$ cat src/rtl/aux_pkg.sv
// Shared types and constants for the AUX reply path.
// Latency: n/a (declarations only).
// Backpressure: n/a (declarations only).
package aux_pkg;

  // Default sizing: AUX replies carry at most 16 data bytes after the header.
  localparam int MAX_DATA_DEF = 16;
  localparam int CNT_W_DEF    = 5;

  // Native reply codes, header[5:4].
  localparam logic [1:0] RPL_ACK   = 2'b00;
  localparam logic [1:0] RPL_NACK  = 2'b01;
  localparam logic [1:0] RPL_DEFER = 2'b10;
  localparam logic [1:0] RPL_RSVD  = 2'b11;

  // I2C-over-AUX reply codes, header[7:6].
  localparam logic [1:0] I2C_ACK   = 2'b00;
  localparam logic [1:0] I2C_NACK  = 2'b01;
  localparam logic [1:0] I2C_DEFER = 2'b10;

  typedef enum logic [2:0] {
    ST_IDLE,
    ST_RECV,
    ST_DROP,
    ST_ERR,
    ST_ACK,
    ST_BURST
  } state_t;

endpackage

$ cat src/rtl/aux_reply_buf.sv
// Reply data buffer: MAX_DATA x 8 register array with write/read pointers and flush.
// Latency: write visible on read port the cycle after wr_en; rd_dat is mem[rd_ptr] combinationally.
// Backpressure: none; the caller never writes past MAX_DATA or reads past count-1.
// Ports: clk, rst_n; flush clears both pointers; wr_en/wr_dat append at count;
//        rd_en advances rd_ptr; count, rd_ptr and rd_dat are exported.
module aux_reply_buf #(
  parameter int MAX_DATA = 16,
  parameter int CNT_W    = 5
) (
  input  logic             clk,
  input  logic             rst_n,
  input  logic             flush,
  input  logic             wr_en,
  input  logic [7:0]       wr_dat,
  input  logic             rd_en,
  output logic [CNT_W-1:0] count,
  output logic [CNT_W-1:0] rd_ptr,
  output logic [7:0]       rd_dat
);

  localparam int AW = $clog2(MAX_DATA);

  logic [7:0] mem [MAX_DATA];

  // Storage is deliberately not reset; only the pointers define what is valid.
  always_ff @(posedge clk) begin
    if (wr_en && !flush) begin
      mem[count[AW-1:0]] <= wr_dat;
    end
  end

  always_ff @(posedge clk or negedge rst_n) begin
    if (!rst_n) begin
      count  <= '0;
      rd_ptr <= '0;
    end else if (flush) begin
      count  <= '0;
      rd_ptr <= '0;
    end else begin
      if (wr_en) count  <= count + 1'b1;
      if (rd_en) rd_ptr <= rd_ptr + 1'b1;
    end
  end

  assign rd_dat = mem[rd_ptr[AW-1:0]];

endmodule

$ cat src/rtl/aux_reply_decoder.sv
// AUX reply decoder: decodes the reply header and replays buffered data as one gap-free burst.
// Latency: end byte sampled at edge T -> ack strobe in cycle T+1, data byte k in cycle T+2+k.
// Backpressure: none; downstream must accept the burst, upstream bytes during ACK/BURST are dropped with reply_err.
// Ports: clk, rst_n; phy_rx_byte/_vld/phy_rx_end from the PHY deserializer;
//        ctrl_tr_vld/ctrl_i2c_native from the control unit (abort + mode);
//        reply_ack(_vld), i2c_reply_ack(_vld), reply_data(_vld), reply_err to the consumers.
module aux_reply_decoder
  import aux_pkg::*;
#(
  parameter int MAX_DATA = MAX_DATA_DEF,
  parameter int CNT_W    = CNT_W_DEF
) (
  input  logic       clk,
  input  logic       rst_n,
  input  logic [7:0] phy_rx_byte,
  input  logic       phy_rx_byte_vld,
  input  logic       phy_rx_end,
  input  logic       ctrl_tr_vld,
  input  logic       ctrl_i2c_native,
  output logic [1:0] reply_ack,
  output logic       reply_ack_vld,
  output logic [1:0] i2c_reply_ack,
  output logic       i2c_reply_ack_vld,
  output logic [7:0] reply_data,
  output logic       reply_data_vld,
  output logic       reply_err
);

  localparam logic [CNT_W-1:0] MAX_CNT = CNT_W'(MAX_DATA);

  state_t           state;
  logic [3:0]       hdr_q;     // header[7:4]: {i2c code, native code}
  logic             mode_i2c;
  logic             buf_flush;
  logic             buf_wr;
  logic             buf_rd;
  logic [CNT_W-1:0] count;
  logic [CNT_W-1:0] rd_ptr;
  logic [7:0]       rd_dat;
  logic             last_rd;

  // Final byte of the burst is being presented this cycle.
  assign last_rd = (rd_ptr == count - 1'b1);

  // A new header resets the pointers so the previous reply never leaks into this one.
  assign buf_flush = ctrl_tr_vld || (state == ST_IDLE && phy_rx_byte_vld);
  assign buf_wr    = !ctrl_tr_vld && state == ST_RECV && phy_rx_byte_vld && count != MAX_CNT;
  // The read pointer stays on the last byte rather than stepping past the valid range.
  assign buf_rd    = !ctrl_tr_vld &&
                     ((state == ST_ACK && count > 1) || (state == ST_BURST && !last_rd));

  aux_reply_buf #(
    .MAX_DATA (MAX_DATA),
    .CNT_W    (CNT_W)
  ) u_buf (
    .clk    (clk),
    .rst_n  (rst_n),
    .flush  (buf_flush),
    .wr_en  (buf_wr),
    .wr_dat (phy_rx_byte),
    .rd_en  (buf_rd),
    .count  (count),
    .rd_ptr (rd_ptr),
    .rd_dat (rd_dat)
  );

  always_ff @(posedge clk or negedge rst_n) begin
    if (!rst_n) begin
      state             <= ST_IDLE;
      hdr_q             <= '0;
      mode_i2c          <= 1'b0;
      reply_ack         <= '0;
      reply_ack_vld     <= 1'b0;
      i2c_reply_ack     <= '0;
      i2c_reply_ack_vld <= 1'b0;
      reply_data        <= '0;
      reply_data_vld    <= 1'b0;
      reply_err         <= 1'b0;
    end else begin
      // Strobes and data default low; reply_ack/i2c_reply_ack hold.
      reply_ack_vld     <= 1'b0;
      i2c_reply_ack_vld <= 1'b0;
      reply_data        <= '0;
      reply_data_vld    <= 1'b0;
      reply_err         <= 1'b0;

      if (ctrl_tr_vld) begin
        mode_i2c <= ctrl_i2c_native;
        state    <= ST_IDLE;
      end else begin
        case (state)
          ST_IDLE: begin
            if (phy_rx_byte_vld) begin
              hdr_q <= phy_rx_byte[7:4];
              if (!phy_rx_end) begin
                state <= ST_RECV;
              end else if (phy_rx_byte[5:4] == RPL_RSVD) begin
                state     <= ST_ERR;
                reply_err <= 1'b1;
              end else begin
                state             <= ST_ACK;
                reply_ack         <= phy_rx_byte[5:4];
                reply_ack_vld     <= 1'b1;
                i2c_reply_ack     <= phy_rx_byte[7:6];
                i2c_reply_ack_vld <= mode_i2c;
              end
            end
          end

          ST_RECV: begin
            if (phy_rx_byte_vld) begin
              if (count == MAX_CNT) begin
                if (phy_rx_end) begin
                  state     <= ST_ERR;
                  reply_err <= 1'b1;
                end else begin
                  state <= ST_DROP;
                end
              end else if (phy_rx_end) begin
                if (hdr_q[1:0] == RPL_RSVD) begin
                  state     <= ST_ERR;
                  reply_err <= 1'b1;
                end else begin
                  state             <= ST_ACK;
                  reply_ack         <= hdr_q[1:0];
                  reply_ack_vld     <= 1'b1;
                  i2c_reply_ack     <= hdr_q[3:2];
                  i2c_reply_ack_vld <= mode_i2c;
                end
              end
            end
          end

          ST_DROP: begin
            if (phy_rx_byte_vld && phy_rx_end) begin
              state     <= ST_ERR;
              reply_err <= 1'b1;
            end
          end

          ST_ERR: begin
            state <= ST_IDLE;
          end

          ST_ACK: begin
            reply_err <= phy_rx_byte_vld;
            if (count != '0) begin
              reply_data     <= rd_dat;
              reply_data_vld <= 1'b1;
              state          <= (count == 1) ? ST_IDLE : ST_BURST;
            end else begin
              state <= ST_IDLE;
            end
          end

          ST_BURST: begin
            reply_err      <= phy_rx_byte_vld;
            reply_data     <= rd_dat;
            reply_data_vld <= 1'b1;
            if (last_rd) state <= ST_IDLE;
          end

          default: state <= ST_IDLE;
        endcase
      end
    end
  end

endmodule

$ cat config.mk
export PLATFORM = sky130hd
export DESIGN_NAME = aux_reply_decoder
export DESIGN_NICKNAME = d
export VERILOG_FILES = /design/src/rtl/aux_pkg.sv /design/src/rtl/aux_reply_buf.sv /design/src/rtl/aux_reply_decoder.sv
export SDC_FILE = /design/constraint.sdc
export NUM_CORES = 1
export LEC_CHECK = 0
export BUFFER_PORTS_ARGS = -buffer_cell sky130_fd_sc_hd__buf_4
export CAP_MARGIN = 25
export CELL_PAD_IN_SITES_DETAIL_PLACEMENT = 0
export CELL_PAD_IN_SITES_GLOBAL_PLACEMENT = 1
export CORE_MARGIN = 4
export CORE_UTILIZATION = 30
export DETAILED_ROUTE_END_ITERATION = 8
export PLACE_DENSITY_LB_ADDON = 0.1
export SYNTH_ARGS = -nofsm -noshare
export SYNTH_HDL_FRONTEND = slang
export SYNTH_HIERARCHICAL = 1
export SYNTH_SLANG_ARGS = --single-unit
export TNS_END_PERCENT = 1
$ cat constraint.sdc
create_clock -name clk -period 3.9 [get_ports clk]
set_input_delay 0.195 -clock clk [delete_from_list [all_inputs] [get_ports clk]]
set_output_delay 0.195 -clock clk [all_outputs]
set_load 0.01 [all_outputs]
==> results_dict.tcl, run 1 <==
set metrics [dict create \
    synth_ff_type "edfxtp_1" \
    core_area_um2 22600 \
    ant_nets 0 \
    dr.pass1.iters 4 \
    grt_overflow 0 \
    clkTransAtPathRegs_ps 70 \
    die_area_um2 25400 \
    cts-resized-gates 0 \
    cap_violations 0 \
    die_w_um 159 \
    path_class "reg -> reg" \
    tightest_slew_ps 906 \
    clock_skew_ps 13.0 \
    rsz0062_at_grt "false" \
    clockBufferDepth 2 \
    synth.area.top_cells "edfxtp_1 (56%), dfrtp_1 (12%), mux4_1 (6.1%)" \
    antenna_found_initial 0 \
    synth_cell_types 49 \
    yosys_warnings 6 \
    ctsRootBufferMaster "clkbuf_16" \
    timing.final.ws_setup_ps 1250 \
    insertion_delay_ps 420 \
    grt_pass1_wl_mm 24.0 \
    finalNonFillerCells 753 \
    synth_top_area_frac 0.559 \
    viasPerCell 4.90 \
    clock_sinks 162 \
    power_mw 4.08 \
    diodes 0 \
    holdWs_ps 86.9 \
    finish.utilization 0.357 \
    yosysTopAreaCell "edfxtp_1" \
    status "completed" \
    hold_violations 0 \
    place_ws_ps 1280 \
    cts_buffers 17 \
    worstPathMaxFanout 10 \
    ff_latch_area_um2 4700 \
    hold_path_class "in -> reg" \
    max_stage_delay_ps 600 \
    dieHeight_um 159 \
    ys_ff_latch 162 \
    synth-edff-count 128 \
    cpMostUsedCell "nor2_1" \
    cp-end-kind "flop" \
    slew_headroom 0.391 \
    htree_levels 4 \
    dpl.cell_count 719 \
    gp_congestion 0.719 \
    num_rows 55 \
    io_buffers 29 \
    finalSetupTns_ps 0 \
    dp_hpwl_mm 9.99 \
    syn_area_um2 6870 \
    start_util 0.304 \
    postLayoutCellArea_um2 8060 \
    post_cts_buffers 0 \
    postSynthCellCount 407 \
    arrival_ps 2950 \
    grt_start_max_net_pins 36 \
    p_leak_nw 2.78 \
    wire_per_inst_um 20.9 \
    num_vias 3687 \
    synthArstFlopShare 0.210 \
    final_layout_size_suffix_gt1_frac 0.222 \
    nNetsFinal 477 \
    track_usage 0.128 \
    wl_mm 15.8 \
    postSynthAreaPerCell_um2 16.9 \
    multi_input_area_um2 2010 \
    first_global_vias 3867 \
    start_kind "flop" \
    n_fill_cell 2170 \
    final_common_cell "edfxtp_1" \
    mostFrequentLayoutCells "edfxtp_1 (128), buf_4 (49), dfrtp_1 (33)" \
    vdd_ir_drop_max_mv 0.218 \
    slew_violations 0 \
    io_pins 30 \
    period_share 0.680 \
    layout-area-overhead-vs-synth_pct 17.3 \
    postCtsHoldBufs 2 \
    power_density_nw_per_um2 506 \
    placed_area_um2 7450 \
    drt-initial-drc-count 200 \
    critPathRequiredTime_ps 4190 \
    finalCriticalPeriod_ps 2650 \
    tritoncts "yes" \
    clock.fmax_ghz 0.377 \
    synth-seq-area-share 0.683 \
    setup_viol 0 \
    drt_drc_violations_left 0 \
    critPathSlowestCell "a211oi_1" \
    synthesis.nets 429 \
    worstPathCellList "inv_1 > ha_1 > xnor2_1 > a211o_1 > a311o_1 > nor2_1 > a211oi_1 > nand4_1 > xor2_1 > nor2_1" \
]
-- registers in the layout (all words and copies together) (netlist names) --
| signal | flops |
|---|---|
| reply_ack | 2 |
| u_buf/rd_ptr | 5 |
| mode_i2c | 1 |
| i2c_reply_ack_vld | 1 |
| i2c_reply_ack | 2 |
| reply_err | 1 |
| reply_ack_vld | 1 |
| state | 3 |
| u_buf/count | 5 |
| reply_data | 8 |
| reply_data_vld | 1 |
| hdr_q | 4 |
| u_buf/mem | 128 |
-- synthesized netlist by cell type (all sizes together), types with 3 or more instances --
cell type	number
nand4	6
nor4	3
mux2i	7
nand3	3
mux4	32
mux2	5
nand2	21
clkdlybuf4s25	3
xnor2	8
dfrtp	34
and2	10
a22oi	16
clkbuf	12
edfxtp	128
buf	7
ha	8
a21oi	9
o21ai	4
nor3	12
nand2b	8
xor2	6
nor2	31
inv	6
nor2b	3
-- per-layer routing --
layer	vias up	routed length (µm)	GRT usage
met5	-	0	0
met4	0	143	0.0343
met3	8	536	0.0324
met2	78	8220	0.220
met1	1905	6860	0.161
li1	1696	-	-
-- cell families (layout without fill, tap and decap cells) --
family,after synthesis,after routing,synth area share
muxes,44,44,0.132
buffers and inverters,28,89,0.0246
xor gates and xnor gates,14,14,0.0178
DFF,162,162,0.683
and+or+nand+nor,103,103,0.0745
AOI/OAI and AO/OA,48,48,0.0532
adders and majority gates,8,8,0.0146
-- worst paths after layout --
path / from / to / slack [ps] / cells past startpoint
setup reg to reg: u_buf/count[0] / u_buf/rd_ptr[4] / 1250 / 10
setup / recovery: u_buf/count[0] / u_buf/rd_ptr[4] / 1250 / 10
hold / removal: phy_rx_byte[1] / u_buf/mem[13][1] / 90 / 1
min in group asynchronous: rst_n / reply_data[3] / 280 / 2
hold reg to reg: mode_i2c / i2c_reply_ack_vld / 480 / 1
max in group asynchronous: rst_n / u_buf/rd_ptr[0] / 3180 / 2
-- area by class of cell --
| cell class | instances | share of cell area |
|---|---|---|
| flip-flops and latches | 162 | 0.583 |
| multi-input cells | 217 | 0.249 |
| clock buffers | 27 | 0.0680 |
| repair buffers | 51 | 0.0481 |
| well taps | 285 | 0.0443 |
| clock inverters | 5 | 0.00481 |
| inverters | 6 | 0.00280 |
-- where the power goes --
group          switching, mW  internal [mW]
Combinational          0.224          0.198
Sequential            0.0930           1.93
Clock                  0.656          0.974
Total                  0.972           3.10
-- worst max-delay path: cells and delay by family, from the launching register on --
| kind | cells | cell delay, ps |
|---|---|---|
| xor gates and xnor gates | 2 | 360 |
| adders and majority gates | 1 | 280 |
| AOI/OAI and AO/OA | 3 | 890 |
| DFF | 1 | 560 |
| and+or+nand+nor | 3 | 300 |
| buffers and inverters | 1 | 140 |
Power figures use the tool's default switching activity.
==> inputs of run 2 (changes only) <==
Settings changed: ABC_AREA from default to 1.
Clock period 3.9 ns to 2.6 ns, I/O delays scaled along.
==> results_dict.tcl, run 2 <==
set metrics [dict create \
    status "completed" \
    clock_skew_ps 8.90 \
    clkTransAtPathRegs_ps 70 \
    yosys_warnings 6 \
    period_share 0.897 \
    tritoncts "yes" \
    slew_headroom 0.550 \
    diodes 0 \
    mostFrequentLayoutCells "nand2_1 (258), inv_1 (158), edfxtp_1 (128)" \
    dr.pass1.iters 4 \
    critPathSlowestCell "dfrtp_1" \
    comb_power_share 0.123 \
    synth-edff-count 128 \
    antenna_found_initial 0 \
    final_common_cell "nand2_1" \
    grt_pass1_wl_mm 31.5 \
    n_fill_cell 2585 \
    rrSetupSlack_ps 270 \
    cp-end-kind "flop" \
    die_area_um2 28200 \
    p_leak_nw 4.12 \
    core_area_um2 25200 \
    nNetsFinal 908 \
    postSynthCellCount 826 \
    hold-path-cell-count 4 \
    syn_area_um2 7670 \
    drt-initial-drc-count 243 \
    ctsRootBufferMaster "clkbuf_16" \
    viasPerCell 4.35 \
    synth_top_area_frac 0.501 \
    synthesis.nets 848 \
    io_buffers 29 \
    critPathRequiredTime_ps 2740 \
    max_stage_delay_ps 460 \
    num_rows 58 \
    slew_violations 0 \
    placed_area_um2 8390 \
    finalNonFillerCells 1229 \
    p_seq_frac 0.465 \
    final_layout_size_suffix_gt1_frac 0.147 \
    synth.most_common_cell "nand2_1" \
    die_w_um 168 \
    postLayoutCellArea_um2 9050 \
    grt_overflow 0 \
    htree_levels 4 \
    synth_cell_types 34 \
    use_met1 0.200 \
    p_int_mw 4.78 \
    cap_violations 0 \
    yosysTopAreaCell "edfxtp_1" \
    reg2reg_to "u_buf/mem[7][6]" \
    drt_drc_violations_left 0 \
    finalSetupTns_ps 0 \
    post_cts_buffers 0 \
    arrival_ps 2470 \
    grt_most_used_layer "met2" \
    dp_hpwl_mm 13.7 \
    synth-seq-area-share 0.612 \
    tightest_slew_ps 675 \
    clockBufferDepth 2 \
    wl_mm 20.1 \
    dpl.cell_count 1193 \
    insertion_delay_ps 420 \
    synthArstFlopShare 0.210 \
    clock_sinks 162 \
    r2r_cells 9 \
    setup_viol 0 \
    hp-start "phy_rx_byte_vld" \
    switchingPower_mw 1.58 \
    worstPathCellList "inv_1 > ha_1 > nand3_2 > nand2_2 > nor2_1 > buf_4 > nand3_1 > nor2_1 > buf_4" \
    ys_ff_latch 162 \
    gr-usage-met3 0.0277 \
    largest_reg_flops 128 \
    ant_nets 0 \
    synth_ff_type "edfxtp_1" \
    cp_top_family "simple AND/OR/NAND/NOR gates" \
    cts_buffers 17 \
    multi_input_area_um2 2180 \
    finalCriticalPeriod_ps 2330 \
    grt_start_max_net_pins 35 \
    power_density_nw_per_um2 703 \
    hold_violations 0 \
    timing.rr.start "u_buf/count[1]" \
    crit_buf_inv 3 \
    clockPowerShare 0.412 \
    layout-area-overhead-vs-synth_pct 17.9 \
    worstPathMaxFanout 7 \
    gr-usage-met2 0.245 \
    num_vias 5343 \
    ff_latch_area_um2 4700 \
    whs_endpoint "state[1]" \
    start_kind "flop" \
    rsz0062_at_grt "false" \
    io_pins 30 \
    switching_share 0.248 \
    synth.area.top_cells "edfxtp_1 (50%), nand2_1 (13%), dfrtp_1 (11%)" \
    track_usage 0.149 \
    clock.fmax_ghz 0.429 \
    path_class "reg -> reg" \
    postSynthAreaPerCell_um2 9.29 \
    start_util 0.305 \
    vdd_ir_drop_max_mv 0.342 \
    hold_path_class "in -> reg" \
    dieHeight_um 168 \
    synth_common_cells "nand2_1 (258), inv_1 (158), edfxtp_1 (128), nand3_1 (93), nor2_1 (45)" \
    first_global_vias 5417 \
    wire_per_inst_um 16.4 \
    gp_congestion 0.789 \
    power_mw 6.36 \
]
run 2: changes by cell type after synthesis, moves of 14 or more:
cell / before / now
mux4_1: 16 / 0
nor2_1: 31 / 45
nand3_1: 3 / 93
inv_1: 6 / 158
nand2_1: 21 / 258
mux4_2: 16 / 0
a22oi_1: 16 / 0
run 2: area by class of cell:
type | instances | area share
flip-flops and latches | 162 | 0.519
inverters | 173 | 0.0724
clock buffers | 19 | 0.0478
repair buffers | 64 | 0.0542
multi-input cells | 468 | 0.241
clock inverters | 13 | 0.0202
well taps | 330 | 0.0456
run 2: kinds of logic (layout without fill, tap and decap cells):
family | Yosys count | after routing | synth area share
muxes | 1 | 1 | 0.00147
DFF | 162 | 162 | 0.612
and+or+nand+nor | 422 | 422 | 0.242
buffers and inverters | 196 | 269 | 0.104
adders and majority gates | 8 | 8 | 0.0130
AOI/OAI and AO/OA | 37 | 37 | 0.0274
run 2: worst reg2reg max path, cell delays in order (launching register included):
cell,delay (ps)
dfrtp_1,460
inv_1,110
ha_1,240
nand3_2,110
nand2_2,60
nor2_1,160
buf_4,160
nand3_1,300
nor2_1,280
buf_4,190
run 2: worst max-delay path by stage:
stage | from | endpoint | slack (ps) | depth (start not counted)
after CTS | u_buf/count[1] | u_buf/mem[7][7] | 200 | 9
after floorplan | u_buf/count[0] | u_buf/mem[0][0] | 320 | 9
final | u_buf/count[1] | u_buf/mem[7][6] | 270 | 9
after global placement | u_buf/count[1] | u_buf/mem[7][7] | 320 | 9
after detailed placement | u_buf/count[1] | u_buf/mem[7][6] | 220 | 9
after global routing | u_buf/count[1] | u_buf/mem[7][6] | 70 | 9
run 2: power by group through the flow:
stage | Clock (mW) | Sequential (mW) | Combinational [mW]
final | 2.62 | 2.96 | 0.783
after detailed placement | 0 | 3.01 | 0.798
after global routing | 2.82 | 2.97 | 0.879
after CTS | 2.70 | 2.96 | 0.805
after floorplan | 0 | 3.02 | 0.516
after global placement | 0 | 3.01 | 0.794
run 2: stage by stage:
step	setup slack, ps	utilization	hold WS (ps)
3_3_place_gp	321	0.333	129
6_report	268	0.359	27.5
2_1_floorplan	323	-	-166
3_5_place_dp	219	0.333	136
5_1_grt	69.7	0.359	18.3
4_1_cts	197	0.359	5.39
run 2: metal layers:
metal	part of all wire	vias up
met5	0	-
met4	0.017	0
met3	0.024	24
met2	0.48	70
met1	0.48	2541
li1	-	2708
run 2: timing repair:
item / in CTS / in global routing
resized for setup: 0 / 0
hold endpoints to repair: 35 / 0
hold buffers: 4 / 0
